File: src/rtl/decode_38.sv
// Registered 3-to-8 one-hot decoder with selectable output polarity and a sticky valid flag.
// Each output bit is its own registered lane, so no combinational path runs from a/en to y.

module decode_38_lane #(
  parameter int unsigned LANE       = 0,
  parameter bit          ACTIVE_LOW = 1'b0
) (
  input  logic       clk,
  input  logic       rst,
  input  logic       en_i,
  input  logic [2:0] a_i,
  output logic       y_o
);
  logic y_q, y_d;

  always_comb begin
    y_d = y_q;
    if (en_i) y_d = (a_i == 3'(LANE)) ^ ACTIVE_LOW;
  end

  always_ff @(posedge clk) begin
    if (rst) y_q <= ACTIVE_LOW;
    else     y_q <= y_d;
  end

  assign y_o = y_q;
endmodule

module decode_38 #(
  parameter bit OUT_ACTIVE_LOW = 1'b0
) (
  input  logic       clk,
  input  logic       rst,
  input  logic       en,
  input  logic [2:0] a,
  output logic [7:0] y,
  output logic       vld
);
  localparam int unsigned NUM_LANES = 8;

  logic vld_q, vld_d;

  for (genvar k = 0; k < NUM_LANES; k++) begin : g_lane
    decode_38_lane #(
      .LANE      (k),
      .ACTIVE_LOW(OUT_ACTIVE_LOW)
    ) u_lane (
      .clk (clk),
      .rst (rst),
      .en_i(en),
      .a_i (a),
      .y_o (y[k])
    );
  end

  // Sticky once any enabled edge has loaded a decode; only reset clears it.
  always_comb begin
    vld_d = vld_q | en;
  end

  always_ff @(posedge clk) begin
    if (rst) vld_q <= 1'b0;
    else     vld_q <= vld_d;
  end

  assign vld = vld_q;
endmodule

File: config.mk
export PLATFORM = sky130hd
export DESIGN_NAME = decode_38
export DESIGN_NICKNAME = d
export VERILOG_FILES = /design/src/rtl/decode_38.sv
export SDC_FILE = /design/constraint.sdc
export NUM_CORES = 1
export LEC_CHECK = 0
export ABC_AREA = 1
export BUFFER_PORTS_ARGS = -buffer_cell sky130_fd_sc_hd__buf_2
export CAP_MARGIN = 40
export CORE_AREA = 4 4 41 43
export DETAILED_ROUTE_END_ITERATION = 8
export DIE_AREA = 0 0 45 47
export SETUP_SLACK_MARGIN = 0.1
export SLEW_MARGIN = 20
export SYNTH_ARGS = -nofsm -noshare
export SYNTH_HDL_FRONTEND = slang
export SYNTH_SLANG_ARGS = --single-unit
export TNS_END_PERCENT = 20
File: constraint.sdc
create_clock -name clk -period 0.8 [get_ports clk]
set_clock_uncertainty 0.2 [all_clocks]
set_input_delay 0 -clock clk [delete_from_list [all_inputs] [get_ports clk]]
set_output_delay 0 -clock clk [all_outputs]
set_load 0.005 [all_outputs]
==> results.md <==
* Outcome: finished, violations left
* Failing checks: hold timing, setup timing
* Sequential fraction of the synthesis area at 43.2%
* CP peak stage delay at 0.32 ns
* Post-route DRC at 0
* Hold_sp: en
* Least-Margin Pin Slew at 0.224 ns
* Clock-pin transition on the worst setup and hold timing paths at 0.06 ns
* Top cell type's share of synthesized area at 43.2%
* Largest cells by area after synthesis: dfxtp_1, nand2_1, buf_4
* Worst r2r src: g_lane[7].u_lane.y_o
* WL final at 741 um
* HP Class: in -> reg
* Worst R2R Path Depth at 3
* Pwr Density at 1780 nW/um2
* EDFF count, synth at 0
* Critical path's top delay family: flip-flops
* Reg2reg end: g_lane[7].u_lane.y_o
* Ys flop type: dfxtp_1
* Clock Tree Root: clkbuf_4
* Largest net degree at the start of global routing at 10
* Total Nets Final at 72
* Post-DP HPWL at 584 um
* Startpoint Class: flop
* Port buffer count at 14
* Number of global-route vias before repair at 311
* Final core occ at 39.2%
* Setup CP Type: reg -> out
* YS warnings at 0
* CTS max path bufs at 2
* Slew Viols, Final at 0
* Final hold slack at -0.194 ns
* Core area at 1300 um2
* Netlist cell types at 10
* Vias/cell at 4.15
* Clock sink count at 9
* Detailed Routing Iterations Pass 1 at 4
* Gr ovfl total at 0
* Hold Violations, Final at 9
* WP data required at 0.60 ns
* Drt first-iter violations at 9
* Antenna Cells at 0
* Maxcap violations at 0
* Initial antenna violation count at 0
* Die span in x at 45 um
* Starting Density at 32.0%
* Syn Nets at 61
* Layout cells sized above 1 at 56.9%
* Via count at 332
* RSZ-0062 raised after global routing: true
* Non-Filler Instances at 80
* CP endpoint kind: output port
* Critical path origin: vld
* Boundary Pins at 15
* Hold Path End: vld
* Top-count cell post-synth: nand2_1
* Site Rows at 13
* Layout fillers at 146
* Fin crit period at 0.894 ns
* Clk_lat worst skew at 0.25 ns
* Buf/Inv on CP at 1
* Final WS setup at -0.0944 ns
* Die area at 2120 um2
* Hold Crit Depth at 3
* Critical path arrival at 0.69 ns
* Ys async rst share at 0%
* CTS H-tree depth at 1
* Most frequent cells after synthesis: nand2_1, dfxtp_1, buf_4, nor2_1
* Worst vdd ir at 841 uV
* Static Leak at 0.234 nW
* Mapped Area at 417 um2
* #FFs+latches synth at 9
* DR WL/cell at 9.26 um
* Maximum clock rate at 1.12 GHz
* Die height at 47 um
* Post-Syn Instances at 55
* Syn Area/Cell at 7.58 um2
* Worst path slowest cell: dfxtp_2
* First-pass GRT wire length at 1290 um
* CTS tree: yes
* GPL Wtd Cong at 0.763
* Max-Slew Margin vs Limit at 85.1%
* CP max FO at 2
* DRT antenna net count at 0
* Synth area leader: dfxtp_1
* Period utilisation layout at 112%
* Worst-path cell chain: buf_2
* P&R area growth vs syn at 22.5%
* Total track usage at 8.41%
* Reg2reg setup slack at -0.07 ns
* # setup viols final at 10
* CTS Buf Count at 3
* Inst Count DP at 75
routing by layer:
layer / share of wire (%) / vias up / global-route usage [%]
li1: - / 180 / -
met1: 45 / 140 / 10.1
met2: 43 / 12 / 12.7
met3: 11 / 0 / 5.36
met4: 0 / 0 / 1.75
met5: 0 / - / 0
area by class of cell:
| class | count | area (um2) | area share (%) |
|---|---|---|---|
| flip-flops and latches | 9 | 191 | 37.5 |
| multi-input cells | 32 | 165 | 32.4 |
| repair buffers | 15 | 90.1 | 17.6 |
| clock buffers | 4 | 26.3 | 5.15 |
| inverters | 5 | 18.8 | 3.68 |
| well taps | 15 | 18.8 | 3.68 |
flip-flops by register name (all words and copies together) (netlist names):
signal,cells
g_lane.u_lane.y_o,8
vld,1
through the flow:
stage / power (mW) / worst slack, ns / TNS (ns) / cell area, um2 / hold WS [ns]
floorplan: 0.539 / 0.0725 / 0 / 417 / -0.0793
global placement: 0.564 / 0.0311 / 0 / 440 / 0.0565
detailed placement: 0.565 / 0.0120 / 0 / 440 / 0.0768
CTS: 0.922 / -0.105 / -0.950 / 485 / -0.201
global route: 0.965 / -0.128 / -1.15 / 510 / -0.155
finish: 0.910 / -0.0944 / -0.847 / 510 / -0.194
logic make-up (layout without fill, tap and decap cells):
kind of cell           after synthesis  after routing  synth area share [%]
flip-flops                           9              9                  43.2
AND/OR/NAND/NOR                     24             24                  23.4
AO/OA/AOI/OAI                        8              8                  13.2
buffers and inverters               14             24                  20.1
placed cells by master, fill, tap and decap left out:
cell,n
buf_4,1
clkbuf_1,1
nor2_4,1
a21oi_1,2
dfxtp_2,9
buf_2,12
clkbuf_4,3
buf_6,2
inv_1,4
nand2_2,1
nor2_1,4
inv_2,1
a21oi_2,6
nor2_2,1
nand2_1,17
where the power goes:
part	switching (mW)	leakage, nW	internal, mW	total, mW
clock	0.152	0.0150	0.192	0.344
sequential	0.00737	0.0773	0.464	0.471
combinational	0.0558	0.142	0.0393	0.0951
total	0.215	0.234	0.695	0.910
worst max-delay path by stage:
| stage | endpoint | slack (ns) | cells after the start |
|---|---|---|---|
| floorplan | vld | 0.07 | 2 |
| detailed placement | g_lane[2].u_lane.y_o | 0.01 | 5 |
| global route | y[0] | -0.13 | 1 |
| CTS | y[0] | -0.11 | 1 |
| global placement | g_lane[2].u_lane.y_o | 0.03 | 5 |
| finish | vld | -0.09 | 1 |
repair_timing:
| action | in CTS | in global routing |
|---|---|---|
| gates resized for setup | 9 | 6 |
| endpoints found under the setup margin | 18 | 18 |
| buffers inserted | 1 | 0 |
| pin swaps | 7 | 7 |
| endpoints found under the hold margin | 9 | 9 |
No activity file was read; power rests on OpenSTA's default activity.
